**src/rtl/pipelined_adder_pkg.sv**
```systemverilog
// Shared helpers for the pipelined adder: chunk sizing and signed
// saturation limits for an arbitrary operand width (up to 64 bits).
package pipelined_adder_pkg;

  // Bits handled by each pipeline stage.
  function automatic int chunk_w(input int width, input int stages);
    return width / stages;
  endfunction

  // Largest positive two's-complement value of a w-bit word (0x7F..F).
  function automatic logic [63:0] smax(input int w);
    return (64'd1 << (w - 1)) - 64'd1;
  endfunction

  // Most negative two's-complement value of a w-bit word (0x80..0).
  function automatic logic [63:0] smin(input int w);
    return 64'd1 << (w - 1);
  endfunction

endpackage

```
**src/rtl/pipelined_adder_stage.sv**
```systemverilog
// One CHUNK-bit slice of the pipelined adder with its output registers:
// sum slice, carry out, carry into the slice MSB and the slot valid bit.
// Only the valid bit is reset; data registers just follow the pipeline.
module adder_stage #(
  parameter int CHUNK = 4
) (
  input  logic             clk,
  input  logic             reset,
  input  logic             adv_i,
  input  logic             vld_i,
  input  logic [CHUNK-1:0] a_i,
  input  logic [CHUNK-1:0] b_i,
  input  logic             c_i,
  output logic [CHUNK-1:0] sum_o,
  output logic             cout_o,
  output logic             cmsb_o,
  output logic             vld_o
);

  logic [CHUNK:0]   full_d;
  logic             cmsb_d;
  logic [CHUNK-1:0] sum_q;
  logic             cout_q;
  logic             cmsb_q;
  logic             vld_q;

  assign full_d = {1'b0, a_i} + {1'b0, b_i} + {{CHUNK{1'b0}}, c_i};
  // Carry into the MSB recovered from the MSB sum bit; equals c_i when CHUNK=1.
  assign cmsb_d = full_d[CHUNK-1] ^ a_i[CHUNK-1] ^ b_i[CHUNK-1];

  // Slice result registers advance with the whole pipeline.
  always_ff @(posedge clk) begin
    if (adv_i) begin
      sum_q  <= full_d[CHUNK-1:0];
      cout_q <= full_d[CHUNK];
      cmsb_q <= cmsb_d;
    end
  end

  // Slot valid: cleared by reset so in-flight beats are discarded.
  always_ff @(posedge clk) begin
    if (reset) begin
      vld_q <= 1'b0;
    end else if (adv_i) begin
      vld_q <= vld_i;
    end
  end

  assign sum_o  = sum_q;
  assign cout_o = cout_q;
  assign cmsb_o = cmsb_q;
  assign vld_o  = vld_q;

endmodule

```
**src/rtl/pipelined_adder.sv**
```systemverilog
// Pipelined WIDTH-bit adder: carry ripples one CHUNK per clock through
// STAGES adder_stage slices, with a global-stall valid/ready handshake.
// Optional feature macro: PIPELINED_ADDER_SAT_EN enables signed
// saturation of the final sum (cout/ovf still report the raw result).
// WIDTH must be a multiple of STAGES, with 1 <= STAGES <= WIDTH.
module pipelined_adder
  import pipelined_adder_pkg::*;
#(
  parameter int WIDTH  = 16,
  parameter int STAGES = 4
) (
  input  logic             clk,
  input  logic             reset,
  input  logic             in_valid,
  output logic             in_ready,
  input  logic [WIDTH-1:0] a,
  input  logic [WIDTH-1:0] b,
  input  logic             cin,
  output logic             out_valid,
  input  logic             out_ready,
  output logic [WIDTH-1:0] sum,
  output logic             cout,
  output logic             ovf
);

  localparam int CHUNK = chunk_w(WIDTH, STAGES);

  logic             adv;
  logic [WIDTH-1:0] sum_wrap;
  logic [WIDTH-1:0] sum_res;
  logic             cout_raw;
  logic             ovf_raw;

  // Whole pipeline moves together unless a held result is not taken.
  assign adv      = !out_valid || out_ready;
  assign in_ready = adv && !reset;

  for (genvar k = 0; k < STAGES; k++) begin : g_stg
    localparam int LO = k * CHUNK;
    localparam int HI = WIDTH - LO - CHUNK;

    logic [CHUNK-1:0]    a_ch;
    logic [CHUNK-1:0]    b_ch;
    logic                c_in;
    logic                v_in;
    logic [CHUNK-1:0]    sl_q;
    logic                c_q;
    logic                cm_q;
    logic                v_q;
    logic [LO+CHUNK-1:0] acc;

    if (k == 0) begin : g_first
      assign a_ch = a[CHUNK-1:0];
      assign b_ch = b[CHUNK-1:0];
      assign c_in = cin;
      assign v_in = in_valid;
      assign acc  = sl_q;
    end else begin : g_next
      logic [LO-1:0] lo_q;

      assign a_ch = g_stg[k-1].g_up.a_up_q[CHUNK-1:0];
      assign b_ch = g_stg[k-1].g_up.b_up_q[CHUNK-1:0];
      assign c_in = g_stg[k-1].c_q;
      assign v_in = g_stg[k-1].v_q;

      // Stage boundary: carry forward the sum bits already produced below this chunk.
      always_ff @(posedge clk) begin
        if (adv) begin
          lo_q <= g_stg[k-1].acc;
        end
      end

      assign acc = {sl_q, lo_q};
    end

    if (HI > 0) begin : g_up
      logic [HI-1:0] a_up_q;
      logic [HI-1:0] b_up_q;

      if (k == 0) begin : g_src_in
        // Stage boundary: park the operand chunks not yet consumed.
        always_ff @(posedge clk) begin
          if (adv) begin
            a_up_q <= a[WIDTH-1 -: HI];
            b_up_q <= b[WIDTH-1 -: HI];
          end
        end
      end else begin : g_src_prev
        // Stage boundary: drop the chunk this stage consumed, keep the rest.
        always_ff @(posedge clk) begin
          if (adv) begin
            a_up_q <= g_stg[k-1].g_up.a_up_q[CHUNK +: HI];
            b_up_q <= g_stg[k-1].g_up.b_up_q[CHUNK +: HI];
          end
        end
      end
    end

    adder_stage #(
      .CHUNK(CHUNK)
    ) u_stage (
      .clk   (clk),
      .reset (reset),
      .adv_i (adv),
      .vld_i (v_in),
      .a_i   (a_ch),
      .b_i   (b_ch),
      .c_i   (c_in),
      .sum_o (sl_q),
      .cout_o(c_q),
      .cmsb_o(cm_q),
      .vld_o (v_q)
    );
  end

  assign out_valid = g_stg[STAGES-1].v_q;
  assign sum_wrap  = g_stg[STAGES-1].acc;
  assign cout_raw  = g_stg[STAGES-1].c_q;
  assign ovf_raw   = g_stg[STAGES-1].cm_q ^ g_stg[STAGES-1].c_q;

`ifdef PIPELINED_ADDER_SAT_EN
  // On signed overflow both operand signs agree and the wrapped MSB is
  // their complement, so a set wrapped MSB means a positive overflow.
  function automatic logic [WIDTH-1:0] sat_sum(input logic [WIDTH-1:0] s,
                                               input logic              o);
    if (!o) return s;
    return s[WIDTH-1] ? WIDTH'(smax(WIDTH)) : WIDTH'(smin(WIDTH));
  endfunction

  assign sum_res = sat_sum(sum_wrap, ovf_raw);
`else
  assign sum_res = sum_wrap;
`endif

  // Empty output slots (including right after reset) present zeros.
  assign sum  = out_valid ? sum_res : '0;
  assign cout = out_valid && cout_raw;
  assign ovf  = out_valid && ovf_raw;

endmodule

```
**config.mk**
```make
export PLATFORM = sky130hd
export DESIGN_NAME = pipelined_adder
export DESIGN_NICKNAME = d
export VERILOG_FILES = /design/src/rtl/pipelined_adder_pkg.sv /design/src/rtl/pipelined_adder_stage.sv /design/src/rtl/pipelined_adder.sv
export SDC_FILE = /design/constraint.sdc
export NUM_CORES = 1
export LEC_CHECK = 0
export CORE_MARGIN = 2
export CORE_UTILIZATION = 35
export CTS_CLUSTER_DIAMETER = 120
export DETAILED_ROUTE_END_ITERATION = 10
export SYNTH_ARGS = -nofsm -noshare
export SYNTH_HDL_FRONTEND = slang
export SYNTH_SLANG_ARGS = --single-unit
```
**constraint.sdc**
```tcl
create_clock -name clk -period 4.6 [get_ports clk]
set_input_delay 0.92 -clock clk [delete_from_list [all_inputs] [get_ports clk]]
set_output_delay 0.92 -clock clk [all_outputs]
set_load 0.05 [all_outputs]
```
==> metrics <==
worst skew pair latency 350 ps; leakage power 1.75 nW; drc violations 0; share of layout cells above drive strength 1 0.0963; Unique masters post-synth 20; Tmin final 3380 ps; diodes inserted 0; Sequential Area 2870 um2; GR Util met3 0.0258; final period utilization 0.734; Final setup viols 0; YS warnings 0; post-DR wirelength/cell 11.6 um; CTS root buf clkbuf_8; met1 Usage GRT 0.104; Max Fclk 296 MHz; initial antenna violation count 0; power per cell area 401 nW/um2; Placeable Area 10,200 um2; CP Data Required Time 3680 ps; Multi-input gate area 717 um2; port bufs 56; Routed Antenna Nets 0; FP Rows 37; Die H 106 um; Post-Syn Area 3650 um2; CP arrival 2460 ps; outcome completed; Fin. Hold Viols 0; CTS Sinks 97; Routed WL 4720 um; top cells by area, synth edfxtp_1, fa_1, ha_1; most frequent cells in the layout edfxtp_1, clkdlybuf4s50_1, inv_1, ha_1, and2_1; Die Span X 106 um; synthesized instance count 197; # fillers 925; postcts setup bufs 0; CTS Buffer Depth 2; H-tree Lvls 3; setup TNS 0 ps; sequential area share after synthesis 0.786; Slew Viols, Final 0; CTS tree built; post-cts sizing count 0; Global Route met2 Usage 0.155; post-synth top area cell edfxtp_1; gr usage total 0.0924; Worst Path Max Fanout 6; commonest non-fill, non-tap cell in the layout edfxtp_1; Max Cap Violations 0; crit path kind in2out; Syn Nets 254; Num CTS Buffers 9; via count 1,710; Via density 4.21; hold crit path type reg2reg; Clock Pin Slew Worst Setup and Hold Paths 100 ps; Most Crowded Layer GR met2; die area 11,300 um2; Worst Tran Pin Value 612 ps; area grow syn2layout 25.8%; maximum vdd drop 141 uV; Max-Slew Margin vs Limit 0.592; Placed Area 4400 um2; HPWL after DPL 3080 um; RSZ-0062 raised after global routing no; post-route cell area 4600 um2; remaining global-route overflow 0; Hold Buf Count CTS 0; largest net degree at the start of global routing 52; gpl congestion 0.728; Iteration-0 DRC Markers 56; post-synth top area share 0.764; First-pass DRT Iterations 4; syn avg cell area 18.6 um2; nets 322; io pins 57; Initial Util 0.357; clock skew 10.4 ps; vias in the first global route 1,690; Startpoint Class input pin; Yosys reg bits 97; first-pass GRT wire length 7710 um; CP endpoint kind primary output
==> power by group <==
| group | switching [mW] | total [mW] | internal (mW) |
|---|---|---|---|
| clock | 0.294 | 0.552 | 0.258 |
| combinational | 0.0685 | 0.149 | 0.0803 |
| sequential | 0.0319 | 1.14 | 1.11 |
==> area by class of cell <==
type,count,share of cell area
clock buffer,10,0.0278
clock inverter,6,0.0158
multi-input combinational,83,0.156
inverter,16,0.0136
timing repair buffer,58,0.125
sequential,97,0.625
tap,136,0.0370
==> synth_stat cells <==
| cell | n |
|---|---|
| a21o_1 | 5 |
| nor2_1 | 3 |
| nand2_1 | 7 |
| inv_1 | 15 |
| nand2b_1 | 3 |
| and2_2 | 7 |
| o21ai_0 | 3 |
| and2b_4 | 1 |
| nor2b_1 | 3 |
| edfxtp_1 | 93 |
| and2_1 | 11 |
| xor2_1 | 4 |
| xnor2_1 | 8 |
| a21oi_1 | 7 |
| fa_1 | 8 |
| inv_2 | 1 |
| nand3b_1 | 1 |
| buf_2 | 1 |
| dfxtp_1 | 4 |
| ha_1 | 12 |
==> stage by stage <==
step / hold slack, ps / cells / setup WS, ps / power [mW] / util
finish: 416 / 406 / 1220 / 1.84 / 0.449
global route: 425 / 406 / 1180 / 1.93 / 0.449
CTS: 418 / 406 / 1220 / 1.87 / 0.449
detailed placement: 405 / 390 / 1230 / 1.31 / 0.430
global placement: 401 / 390 / 1230 / 1.31 / 0.430
floorplan: 400 / 197 / 1920 / 1.25 / -
==> per-layer routing <==
layer  vias up  part of all wire  routed length [um]
met2        41              0.51                2410
met1       817              0.42                2000
met3         9             0.042                 200
met5         -                 0                   0
li1        843                 -                   -
met4         0             0.025                 116
==> state kept, by name (all words and copies together) (netlist names) <==
signal	count
g_stg.u_stage.cout_o	4
g_stg.g_up.b_up_q	24
g_stg.u_stage.cmsb_o	1
g_stg.g_up.a_up_q	24
g_stg.u_stage.sum_o	16
g_stg.g_next.lo_q	24
g_stg.u_stage.vld_o	4
==> cells by family after synthesis <==
| family | count (synthesis) | synth area share |
|---|---|---|
| buffers and inverters | 17 | 0.0178 |
| flip-flops | 97 | 0.786 |
| AO/OA/AOI/OAI | 15 | 0.0240 |
| AND/OR/NAND/NOR | 36 | 0.0585 |
| adder cells (fa/ha/maj) | 20 | 0.0849 |
| XOR/XNOR | 12 | 0.0288 |
==> worst max-delay path, cell delays in order <==
cell and delay, ps:
clkdlybuf4s50_1 450, and2b_4 210, nor2_1 80, clkdlybuf4s50_1 800
==> path summary, 6_finish.rpt <==
path              slack [ps]                                 from  depth (start not counted)                                  to
setup / recovery        1220                            out_ready                          4                            in_ready
setup reg to reg        2560  g_stg[3].u_stage.vld_o$_SDFFE_PP0N_                          3  g_stg[0].g_up.a_up_q[10]$_DFFE_PN_
hold reg to reg          420  g_stg[2].u_stage.sum_o[0]$_DFFE_PN_                          0   g_stg[3].g_next.lo_q[8]$_DFFE_PN_
hold / removal           420  g_stg[2].u_stage.sum_o[0]$_DFFE_PN_                          0   g_stg[3].g_next.lo_q[8]$_DFFE_PN_
Power figures use the tool's default switching activity.
